--- src/rtl/tod_slot_timer.sv ---
// tod_slot_timer: slot/tick time-of-day counter aligned to frame sync, with lock tracking and RAM0 read window.
// Define TOD_INTERNAL_SYNC_EN to replace sync_in with an internal once-per-frame pulse generator.
module tod_slot_timer #(
    parameter int TICKS_PER_SLOT = 2000,
    parameter int SLOT_MAX       = 976,
    parameter int SYNC_LAT       = 3,
    parameter int TOL            = 8,
    parameter int MISS_FRAMES    = 3,
    parameter int RD_SLOT        = 974,
    parameter int RD_LEN         = 16
) (
    input  logic        clk,
    input  logic        rst,
    input  logic        sync_in,
    output logic [20:0] tod_h,
    output logic [10:0] tod_l,
    output logic        slot_start,
    output logic        frame_start,
    output logic        ram0_rd_en,
    output logic [1:0]  lock_state,
    output logic [15:0] slip_cnt
);
    localparam logic [10:0] L_MAX = 11'(TICKS_PER_SLOT - 1);
    localparam logic [10:0] L_LAT = 11'(SYNC_LAT);
    localparam logic [10:0] L_RD  = 11'(RD_LEN);
    localparam logic [20:0] H_MAX = 21'(SLOT_MAX);
    localparam logic [20:0] H_RD  = 21'(RD_SLOT);
    localparam logic signed [12:0] E_LAT  = 13'(SYNC_LAT);
    localparam logic signed [12:0] E_WRAP = 13'(TICKS_PER_SLOT + SYNC_LAT);
    localparam logic signed [12:0] E_TOL  = 13'(TOL);
    localparam logic [7:0] M_MAX = 8'(MISS_FRAMES);
    localparam logic [7:0] M_HIT = 8'(MISS_FRAMES - 1);

    typedef enum logic [1:0] {UNLOCKED = 2'b00, ACQUIRE = 2'b01, LOCKED = 2'b10, HOLDOVER = 2'b11} state_t;
    state_t state, state_nxt;

    logic s1, s2, s3, det_in, sync_rise;
    logic [7:0] miss;
    logic l_wrap, f_wrap, wrap, miss_hit, in_tol, slip_inc;
    logic [10:0] nat_l, nxt_l;
    logic [20:0] nat_h, nxt_h;
    logic signed [12:0] err;

`ifdef TOD_INTERNAL_SYNC_EN
    localparam logic [31:0] GEN_PERIOD = 32'((SLOT_MAX + 1) * TICKS_PER_SLOT - 1);
    logic [31:0] gen_cnt;
    logic gen_pulse;
    always_ff @(posedge clk or posedge rst) begin
        if (rst) begin
            gen_cnt   <= 32'd99;
            gen_pulse <= 1'b0;
        end else begin
            gen_pulse <= gen_cnt == 32'd0;
            gen_cnt   <= gen_cnt == 32'd0 ? GEN_PERIOD : gen_cnt - 32'd1;
        end
    end
    assign det_in = gen_pulse;
`else
    assign det_in = s2;
`endif

    assign sync_rise = det_in & ~s3;
    assign l_wrap    = tod_l == L_MAX;
    assign f_wrap    = l_wrap && tod_h == H_MAX;
    assign nat_l     = l_wrap ? 11'd0 : tod_l + 11'd1;
    assign nat_h     = l_wrap ? (tod_h == H_MAX ? 21'd0 : tod_h + 21'd1) : tod_h;
    // Positions in the last slot sit just before the target, so their error is negative.
    assign err       = nat_h == 21'd0 ? $signed({2'b00, nat_l}) - E_LAT : $signed({2'b00, nat_l}) - E_WRAP;
    assign in_tol    = (nat_h == 21'd0 || nat_h == H_MAX) && err >= -E_TOL && err <= E_TOL;
    // Every sync edge lands on the target; an in-tolerance edge with zero error is the natural count anyway.
    assign nxt_l     = sync_rise ? L_LAT : nat_l;
    assign nxt_h     = sync_rise ? 21'd0 : nat_h;
    assign wrap      = f_wrap && !sync_rise;
    assign miss_hit  = wrap && miss == M_HIT;
    assign slip_inc  = sync_rise && state == LOCKED && in_tol && err != 13'sd0;
    assign lock_state = state;

    always_ff @(posedge clk or posedge rst) begin
        if (rst) state <= UNLOCKED;
        else     state <= state_nxt;
    end

    always_comb begin
        state_nxt = state;
        case (state)
            UNLOCKED: state_nxt = sync_rise ? ACQUIRE : UNLOCKED;
            ACQUIRE:  state_nxt = sync_rise ? (in_tol ? LOCKED : ACQUIRE) : (miss_hit ? UNLOCKED : ACQUIRE);
            LOCKED:   state_nxt = sync_rise ? (in_tol ? LOCKED : ACQUIRE) : (miss_hit ? HOLDOVER : LOCKED);
            HOLDOVER: state_nxt = sync_rise ? (in_tol ? LOCKED : ACQUIRE) : HOLDOVER;
            default:  state_nxt = UNLOCKED;
        endcase
    end

    always_ff @(posedge clk or posedge rst) begin
        if (rst) begin
            s1          <= 1'b0;
            s2          <= 1'b0;
            s3          <= 1'b0;
            tod_h       <= 21'd0;
            tod_l       <= 11'd0;
            slot_start  <= 1'b0;
            frame_start <= 1'b0;
            ram0_rd_en  <= 1'b0;
            miss        <= 8'd0;
            slip_cnt    <= 16'd0;
        end else begin
            s1          <= sync_in;
            s2          <= s1;
            s3          <= det_in;
            tod_h       <= nxt_h;
            tod_l       <= nxt_l;
            slot_start  <= nxt_l == 11'd0;
            frame_start <= nxt_l == 11'd0 && nxt_h == 21'd0;
            ram0_rd_en  <= nxt_h == H_RD && nxt_l < L_RD;
            miss        <= sync_rise ? 8'd0 : (wrap && miss != M_MAX ? miss + 8'd1 : miss);
            slip_cnt    <= slip_inc && slip_cnt != 16'hFFFF ? slip_cnt + 16'd1 : slip_cnt;
        end
    end
endmodule

--- config.mk ---
export PLATFORM = sky130hd
export DESIGN_NAME = tod_slot_timer
export DESIGN_NICKNAME = d
export VERILOG_FILES = /design/src/rtl/tod_slot_timer.sv
export SDC_FILE = /design/constraint.sdc
export NUM_CORES = 1
export LEC_CHECK = 0
export BUFFER_PORTS_ARGS = -buffer_cell sky130_fd_sc_hd__buf_2
export CAP_MARGIN = 20
export CORE_UTILIZATION = 35
export DETAILED_ROUTE_END_ITERATION = 6
export SYNTH_ARGS = -nofsm -noshare
export SYNTH_HDL_FRONTEND = slang
export SYNTH_SLANG_ARGS = --single-unit
--- constraint.sdc ---
create_clock -name clk -period 6.1 [get_ports clk]
set_input_delay 0.305 -clock clk [delete_from_list [all_inputs] [get_ports clk]]
set_output_delay 0.305 -clock clk [all_outputs]
set_load 0.01 [all_outputs]
==> summary.txt <==
Run status
  • Outcome: completed

GRT
  • Largest net degree at the start of global routing: 65
  • Initial antenna violation count: 0
  • Vias in the first global route: 3695
  • Global-route wire length before repair: 19400 um
  • GRT Overall Usage: 19.07%
  • GRT overflow: 0

Worst hold path
  • Hold Crit Class: in -> reg
  • Hold Path End: s1$_DFF_PP0_
  • Hold Path Cell Cnt: 1
  • Worst Hold Launch: sync_in

Clock tree
  • # hold bufs at CTS: 0
  • CTS tree: yes
  • Clock transition at the registers of the reported paths: 0.06 ns
  • Post-CTS setup buffers: 0
  • H-tree depth: 3
  • Root buffer cell: clkbuf_16
  • Clk sinks: 64
  • CTS Buffer Depth: 2
  • Worst-Skew Late Latency: 0.34 ns
  • Number of buffers created by CTS: 9

Setup path
  • WP data required: 6.33 ns
  • Reg2Reg Depth: 18
  • CP startpoint kind: flip-flop
  • Reg-to-Reg Start: tod_h[1]$_DFF_PP0_
  • Kind of critical path: reg -> reg
  • Reg2reg setup slack: 0.43 ns
  • R2R Path End: slip_cnt[1]$_DFFE_PP0P_
  • CP Capture Type: flip-flop
  • Critical path data arrival time: 5.90 ns
  • CP Max Fanout: 16

Timing
  • Post-Route Skew: 0.005153 ns
  • Final hold vios: 0
  • Endpoints failing setup: 0
  • Max Fclk: 176.5 MHz
  • Final Max Tran Viols: 0
  • Final setup margin: 0.4338 ns
  • WHS: 0.06788 ns
  • Tightest Pin Transition: 0.8179 ns
  • TNS Setup: 0 ns
  • Max transition margin: 45.47%
  • Tmin final: 5.666 ns
  • Tcrit/Tclk final: 92.89%
  • RSZ-0062 raised after global routing: no

Synthesis
  • Mapped Area: 4446 um^2
  • Synth Flop Type: dfrtp_1
  • Synth Area in Simple Gates: 31.52%
  • Synthesized instance count: 502
  • Number of synthesized flops with an enable pin: 0
  • Mux cell area share after synthesis: 2.364%
  • Distinct cells, synth: 72
  • Area share of xor/xnor cells in the synthesized design: 9.457%
  • Post-synth top area cell: dfrtp_1
  • Synth Area in Adders: 2.533%
  • Syn_nets: 514
  • Largest family of logic cells by synthesized area: simple AND/OR/NAND/NOR gates
  • Synth warn: 0
  • Share of the synthesized area in the top cell type: 36.03%
  • Main area contributors after synthesis: dfrtp_1 (36%), xnor2_1 (7.1%), nor2_1 (4.7%), nand3_1 (4.2%), nand2_1 (4.1%)
  • Post-synthesis sequential area ratio: 36.03%
  • Flops & latches, synth: 64
  • Compound-Gate Fraction of Synth Area: 14.52%
  • Mean post-synth cell area: 8.856 um^2
  • Synth async-reset ratio: 100.0%

Place
  • Hpwl dp: 8625 um
  • IO Port Bufs: 55
  • Area after DPL: 4906 um^2
  • Setup Slack @ Placement: 0.4229 ns
  • GPL Wtd Cong: 0.9131

Pwr
  • VDD IR-drop max: 0.0001522 V
  • Power Density: 311.1 nW/um^2
  • Leakage: 2.324 nW

Routing
  • DR vias/cell: 5.579
  • Avg WL per Cell: 16.27 um
  • Antenna violation net count after detailed routing: 0
  • Detailed-route DRC error count: 0
  • Vias post-DR: 4073
  • Final wirelength: 11880 um
  • Initial DRC Count: 338
  • Pre-Repair DR Iteration Count: 5

Cells and area
  • Layout area overhead: 16.97%
  • Final Cell Area: 5200 um^2
  • Inserted Diodes: 0
  • Fin nets: 569
  • Layout cells sized above 1: 20.64%
  • Final core utilization: 42.58%

Run
  • Maxcap violations: 0

Die
  • Num rows: 40
  • Core Region: 12210 um^2
  • Num ports: 56
  • Chip Height: 114.7 um
  • Die span in x: 114.7 um
  • Initial Util: 36.40%
  • Die ar.: 13160 um^2
==> registers in the layout, summed over array words and instances, names as in the netlist <==
| name | count |
|---|---|
| slip_cnt | 16 |
| lock_state | 2 |
| slot_start | 1 |
| frame_start | 1 |
| s1 | 1 |
| miss | 8 |
| tod_h | 21 |
| tod_l | 11 |
| ram0_rd_en | 1 |
| s3 | 1 |
| det_in | 1 |
==> worst max path at each step <==
| stage | startpoint | to | slack, ns | depth (start not counted) |
|---|---|---|---|---|
| 3_5_place_dp | tod_l[0]$_DFF_PP0_ | slip_cnt[1]$_DFFE_PP0P_ | 0.42 | 19 |
| 3_3_place_gp | tod_l[0]$_DFF_PP0_ | slip_cnt[1]$_DFFE_PP0P_ | 0.51 | 19 |
| 4_1_cts | tod_l[0]$_DFF_PP0_ | slip_cnt[1]$_DFFE_PP0P_ | 0.40 | 19 |
| 6_report | tod_h[1]$_DFF_PP0_ | slip_cnt[1]$_DFFE_PP0P_ | 0.43 | 18 |
| 5_1_grt | tod_h[1]$_DFF_PP0_ | slip_cnt[1]$_DFFE_PP0P_ | 0.03 | 18 |
| 2_1_floorplan | tod_l[0]$_DFF_PP0_ | slip_cnt[9]$_DFFE_PP0P_ | 0.75 | 18 |
==> placed cells by master (no fill, tap or decap), types with 3 or more instances in the layout <==
cell,n
dfrtp_1,64
nor2_1,56
buf_2,55
nand2_1,48
nand3_1,37
xnor2_1,36
nor3_1,18
a21oi_1,17
nand4_1,14
and3_1,13
xor2_1,12
inv_1,12
buf_4,11
o21ai_0,9
ha_1,9
clkbuf_16,9
or4_1,7
nor4_1,7
a31oi_1,6
and2_1,6
or2_2,6
mux2i_1,6
o31ai_1,5
or3_1,5
nand4b_1,5
mux2_2,4
a31o_2,4
o2111ai_1,4
a21o_1,4
o21a_1,3
and4_1,3
nand3b_1,3
nor4_4,3
a311o_1,3
a211oi_1,3
==> through the flow <==
step           instances  total power, W
5_1_grt              730        0.001725
4_1_cts              730        0.001618
3_5_place_dp         714        0.001115
3_3_place_gp         714        0.001111
6_report             730        0.001618
2_1_floorplan        502       0.0009641
==> what timing repair did <==
action | CTS | global route
gates resized for setup | 0 | 2
endpoints found under the hold margin | 0 | 0
endpoints found under the setup margin | 0 | 1
==> where the power goes <==
group          internal (W)  switching [W]
combinational      0.000261       0.000371
clock              0.000287       0.000207
sequential         0.000451      0.0000409
==> final cells by class <==
type                       instances  area [um^2]
clock inverter                     6        43.79
timing repair buffer              66        357.8
multi-input combinational        403         2699
inverter                          13        48.80
tap                              168        210.2
clock buffer                      10        239.0
sequential                        64         1602
fill                            1249         7012
==> critical path, stage by stage (launching register included) <==
cell and delay (ns):
dfrtp_1 0.50, ha_1 0.37, nand3_2 0.19, nor4_4 0.55
o2111ai_1 0.22, a211oi_2 0.33, o2111ai_1 0.26, nor4_4 0.33
ha_1 0.32, a311o_1 0.33, nand2b_1 0.23, a311o_1 0.37
mux2i_1 0.13, nand4_1 0.10, or4_4 0.45, o31ai_4 0.19
buf_4 0.24, nand2_1 0.12, mux2_2 0.32
==> cells in the mapped netlist, types with 6 or more instances <==
library cell / instances
nor2_1: 56
or2_2: 6
nor3_1: 18
inv_1: 13
nand4_1: 14
o21ai_0: 9
xnor2_1: 36
buf_2: 7
nor4_1: 7
and3_1: 13
xor2_1: 12
mux2i_1: 6
nand3_1: 37
clkbuf_1: 9
dfrtp_1: 64
and2_1: 6
a31oi_1: 6
ha_1: 9
nand2_1: 48
or4_1: 7
a21oi_1: 18
==> kinds of logic after synthesis <==
logic type,count (synthesis)
and+or+nand+nor,253
AOI/OAI and AO/OA,83
DFF,64
xor gates and xnor gates,48
buffers and inverters,35
muxes,10
adders and majority gates,9
==> layer usage <==
layer  wire [um]  track usage, %
met5           0               0
met4         150           5.022
met3         782           5.611
met2        5218           28.20
met1        5724           27.10
Power figures use the tool's default switching activity.
